**config.mk**
```make
export PLATFORM = sky130hd
export DESIGN_NAME = conv_window_gen
export DESIGN_NICKNAME = d
export VERILOG_FILES = /design/src/rtl/conv_pkg.sv /design/src/rtl/conv_line_buf.sv /design/src/rtl/conv_window_gen.sv
export SDC_FILE = /design/constraint.sdc
export NUM_CORES = 1
export LEC_CHECK = 0
export ABC_CLOCK_PERIOD_IN_PS = 2600
export CAP_MARGIN = 5
export CORE_MARGIN = 8
export CORE_UTILIZATION = 63
export DETAILED_ROUTE_END_ITERATION = 10
export DONT_BUFFER_PORTS = 1
export MAX_ROUTING_LAYER = met4
export PLACE_DENSITY = 0.84
export SLEW_MARGIN = 10
export SYNTH_ARGS = -nofsm -noshare
export SYNTH_HDL_FRONTEND = slang
export SYNTH_HIERARCHICAL = 1
export SYNTH_SLANG_ARGS = --single-unit
```
**constraint.sdc**
```tcl
create_clock -name clk -period 2.6 [get_ports clk]
set_clock_uncertainty 0.1 [all_clocks]
set_input_delay 0.52 -clock clk [delete_from_list [all_inputs] [get_ports clk]]
set_output_delay 0.52 -clock clk [all_outputs]
set_load 0.005 [all_outputs]
```
**src/rtl/conv_pkg.sv**
```systemverilog
// Shared definitions for the 2x2 convolution datapath: pixel width, window width,
// byte-lane order inside a window word and the default frame geometry.
package conv_pkg;

   localparam int unsigned DATA_W = 8;
   localparam int unsigned WIN_W  = 4 * DATA_W;

   // Byte-lane index of each window position inside the window word
   localparam int unsigned TL = 0;
   localparam int unsigned TR = 1;
   localparam int unsigned BL = 2;
   localparam int unsigned BR = 3;

   localparam int unsigned IMG_W_DEF = 4;
   localparam int unsigned IMG_H_DEF = 4;

endpackage

```
**src/rtl/conv_line_buf.sv**
```systemverilog
// One-row line buffer: IMG_W-deep shift register; tap is the pixel pushed IMG_W shifts ago.
module conv_line_buf #(
   parameter int unsigned IMG_W  = 4,
   parameter int unsigned DATA_W = 8
) (
   input  logic              clk,
   input  logic              rst_n,
   input  logic              shift_en,
   input  logic [DATA_W-1:0] din,
   output logic [DATA_W-1:0] tap
);

   logic [DATA_W-1:0] mem_q [IMG_W];

   always_ff @(posedge clk or negedge rst_n) begin
      if (!rst_n) begin
         for (int i = 0; i < int'(IMG_W); i++) begin
            mem_q[i] <= '0;
         end
      end else if (shift_en) begin
         mem_q[0] <= din;
         for (int i = 1; i < int'(IMG_W); i++) begin
            mem_q[i] <= mem_q[i-1];
         end
      end
   end

   assign tap = mem_q[IMG_W-1];

endmodule

```
**src/rtl/conv_window_gen.sv**
```systemverilog
// Turns a row-major pixel stream into 2x2 window words for the convolution core,
// using a one-entry output register that can reload in the same cycle it is popped.
module conv_window_gen #(
   parameter int unsigned IMG_W  = conv_pkg::IMG_W_DEF,
   parameter int unsigned IMG_H  = conv_pkg::IMG_H_DEF,
   parameter int unsigned DATA_W = conv_pkg::DATA_W
) (
   input  logic                clk,
   input  logic                rst_n,
   input  logic [DATA_W-1:0]   pix_data,
   input  logic                pix_valid,
   input  logic                pix_sof,
   output logic                pix_ready,
   output logic [4*DATA_W-1:0] win_data,
   output logic                win_valid,
   output logic                win_last,
   input  logic                win_ready,
   output logic                frame_done
);

   import conv_pkg::*;

   localparam int unsigned CW = $clog2(IMG_W);
   localparam int unsigned RW = $clog2(IMG_H);
   localparam logic [CW-1:0] COL_MAX = CW'(IMG_W - 1);
   localparam logic [RW-1:0] ROW_MAX = RW'(IMG_H - 1);

   logic [CW-1:0]       col_q, col_d, cur_col;
   logic [RW-1:0]       row_q, row_d, cur_row;
   logic [DATA_W-1:0]   prev_pix_q, prev_top_q, lb_tap;
   logic [4*DATA_W-1:0] win_d;
   logic                accept, emit, is_last;

   assign pix_ready  = !win_valid || win_ready;
   assign accept     = pix_valid && pix_ready;
   assign frame_done = win_valid && win_last && win_ready;

   always_comb begin
      // A start-of-frame pixel sits at (0,0) regardless of where the counters were
      cur_col = pix_sof ? '0 : col_q;
      cur_row = pix_sof ? '0 : row_q;
      col_d   = col_q;
      row_d   = row_q;
      if (accept) begin
         if (cur_col == COL_MAX) begin
            col_d = '0;
            row_d = (cur_row == ROW_MAX) ? '0 : cur_row + 1'b1;
         end else begin
            col_d = cur_col + 1'b1;
            row_d = cur_row;
         end
      end
      emit    = accept && (cur_col != '0) && (cur_row != '0);
      is_last = (cur_col == COL_MAX) && (cur_row == ROW_MAX);
      win_d = '0;
      win_d[TL*DATA_W +: DATA_W] = prev_top_q;
      win_d[TR*DATA_W +: DATA_W] = lb_tap;
      win_d[BL*DATA_W +: DATA_W] = prev_pix_q;
      win_d[BR*DATA_W +: DATA_W] = pix_data;
   end

   conv_line_buf #(
      .IMG_W  (IMG_W),
      .DATA_W (DATA_W)
   ) u_line_buf (
      .clk      (clk),
      .rst_n    (rst_n),
      .shift_en (accept),
      .din      (pix_data),
      .tap      (lb_tap)
   );

   always_ff @(posedge clk or negedge rst_n) begin
      if (!rst_n) begin
         col_q      <= '0;
         row_q      <= '0;
         prev_pix_q <= '0;
         prev_top_q <= '0;
         win_data   <= '0;
         win_valid  <= 1'b0;
         win_last   <= 1'b0;
      end else begin
         col_q <= col_d;
         row_q <= row_d;
         if (accept) begin
            prev_pix_q <= pix_data;
            prev_top_q <= lb_tap;
         end
         if (emit) begin
            win_data  <= win_d;
            win_valid <= 1'b1;
            win_last  <= is_last;
         end else if (win_ready) begin
            win_valid <= 1'b0;
            win_last  <= 1'b0;
         end
      end
   end

endmodule
```
==> flow_summary_export.csv <==
group,metric,value,unit
sta,whs,-235,ps
critical_path,crit_fanout,22,
sta,rsz0062_at_grt,"false",
sta,setup-violations-final,0,
layout,multiInputGateArea,1380,sq um
global_routing,grt_pass1_wl,9020,microns
outcome,outcome,"complete, but fails checks",
layout,final_nets,226,
global_routing,grt_pass1_vias,1668,
detailed_routing,drt_pass1_iterations,4,
sta,finalHoldViolCount,86,
logic_synthesis,ys_seq_elements,86,
detailed_routing,final_antenna_net_count,0,
detailed_routing,vias,1601,
logic_synthesis,syn_area_per_cell,17.6,sq um
logic_synthesis,seq_area_frac_synth,57.4,%
layout,synthToLayoutAreaGrowth,4.77,%
logic_synthesis,syn_inst,213,
power,max-vdd-ir-drop,0.624,mV
floorplan,core.rowCount,28,
clock_network,clk_path_buf_depth,2,
floorplan,io_pins,49,
critical_path,slowest_delay,420,ps
layout,final_common_cell,"dfrtp_1",
floorplan,dieHeight,93.1,microns
floorplan,dieWidth,93.1,microns
clock_network,path_clk_slew,80,ps
sta,fin_tns_setup,0,ps
detailed_routing,drc,0,
sta,setup_slack,673,ps
power,p_leak,2.00,nW
critical_path,r2r_end,"prev_top_q[7]",
detailed_routing,wire_per_inst,18.4,microns
layout,drive_above_1_share,47.4,%
critical_path,cp-start-kind,"flip-flop",
clock_network,clock_sinks,86,
clock_network,root_buffer,"clkbuf_8",
global_routing,grt_max_degree,87,
layout,antenna_cells,0,
layout,final_cell_mix,"dfrtp_1, mux2_4, clkbuf_8",
worst_hold_path,hold_class,"input port to asynchronous set/reset pin",
critical_path,reg2reg_setup_slack,670,ps
place,dp_hpwl,3450,microns
global_routing,grt_util_all_layers,13.7,%
sta,tightest_slew,589,ps
critical_path,worstReg2RegStart,"win_valid",
logic_synthesis,synth.cell_area,3750,sq um
layout,n_fill_cell,362,
power,powerDensity,941,nW/um^2
sta,fin_crit_sh,74.1,%
clock_network,cts_setup_buffers,0,
logic_synthesis,synth_warnings,6,
clock_network,numCtsBuffers,9,
critical_path,critPathBufInv,1,
floorplan,initial_utilization,64.1,%
sta,period_needed,1930,ps
global_routing,globalRouteOverflowTotal,0,
global_routing,antenna_found_initial,0,
place,pre_cts_ws,519,ps
critical_path,path_class,"flip-flop to flip-flop",
logic_synthesis,synth_cell_type_count,19,
detailed_routing,routed_wl,5300,microns
place,place.gp.congestion,0.808,
layout,ff_latch_area,2150,sq um
clock_network,cts_tree,"built",
clock_network,worstSkewPairLatency,340,ps
sta,fmax,0.519,GHz
critical_path,slowest_stage,"dfrtp_1",
critical_path,cp_top_family,"simple AND/OR/NAND/NOR gates",
clock_network,htreeDepth,3,
outcome,failed_checks,"hold timing",
critical_path,timing.critical_path.cells,"nand2b_1 -> and2_4 -> buf_12 -> mux2_2",
sta,drv_slew,0,
detailed_routing,vias_per_cell,5.56,
critical_path,worstPathRequired,2720,ps
critical_path,worstPathArrival,2050,ps
critical_path,reg2reg_depth,4,
place,port_buffers,0,
flow_run,max_cap_viol_count,0,
sta,slew_headroom,60.7,%
logic_synthesis,syn-num-nets,230,
critical_path,end_kind,"flip-flop",
floorplan,dieArea,8670,sq um
floorplan,core,5850,sq um
detailed_routing,drt_iter0_drc,61,
sequential cells by signal (all words and copies together) (netlist names), 2 cells and up:
register,flops
u_line_buf/mem_q,24
prev_pix_q,8
prev_top_q,8
win_data,32
u_line_buf/tap,8
col_q,2
row_q,2
routing by layer:
| metal | global-route usage (%) | up-vias | wire length (microns) |
|---|---|---|---|
| li1 | - | 721 | - |
| met1 | 19.5 | 821 | 2680 |
| met2 | 17.2 | 47 | 2170 |
| met3 | 4.25 | 12 | 344 |
| met4 | 6.17 | 0 | 109 |
| met5 | - | - | 0 |
through the flow:
stage	hold slack [ps]	instances	util [%]	instance area [sq um]	total power, mW
final	-235	288	67.1	3930	3.69
after detailed placement	127	273	63.1	3690	2.64
after CTS	-248	288	67.1	3930	3.74
after global routing	-271	288	67.1	3930	3.89
after global placement	127	273	63.1	3690	2.60
after floorplan	124	213	-	3750	2.55
layout make-up:
type                    count  share of cell area (%)
clock buffers              11                    3.60
multi-input cells         105                    35.2
flip-flops and latches     86                    54.8
clock inverters             4                    2.42
inverters                   4                   0.382
repair buffers              3                    1.21
well taps                  75                    2.39
where the power goes:
group	total [mW]	switching, mW	internal (mW)
sequential	1.98	0.276	1.70
combinational	0.619	0.134	0.485
clock	1.10	0.439	0.658
cells by family after synthesis:
group / after synthesis / share of synthesized area, %
mux: 83 / 32.3
compound gates: 6 / 1.04
fa+ha+maj: 4 / 1.34
flops: 86 / 57.4
simple gates: 12 / 2.17
buf+inv: 22 / 5.71
synthesized netlist by cell type:
master	count	area share, %
dfrtp_1	86	57
mux2_4	74	30
buf_4	8	1.6
mux2_2	8	2.4
buf_6	7	2.1
nand2b_1	6	1.0
ha_1	4	1.3
inv_1	4	0.40
a21oi_1	3	0.40
buf_12	3	1.6
nand2_1	2	0.20
a31oi_1	1	0.17
a32o_1	1	0.27
and2_4	1	0.23
and3_1	1	0.17
mux2i_1	1	0.27
nand3_4	1	0.47
nor2_1	1	0.10
o211ai_1	1	0.20
what timing repair did:
item | CTS | global route
setup endpoints to repair | 0 | 0
hold endpoints to repair | 86 | 86
gates resized for setup | 0 | 0
worst max-delay path by stage:
| stage | start | to | depth (start not counted) |
|---|---|---|---|
| 2_1_floorplan | win_ready | u_line_buf/mem_q[10] | 7 |
| 3_3_place_gp | pix_sof | win_data[0] | 6 |
| 3_5_place_dp | pix_sof | win_data[2] | 6 |
| 4_1_cts | win_valid | prev_top_q[7] | 4 |
| 5_1_grt | win_valid | prev_top_q[7] | 4 |
| 6_report | win_valid | prev_top_q[7] | 4 |
Note: power is estimated with default switching activity, not from simulation.
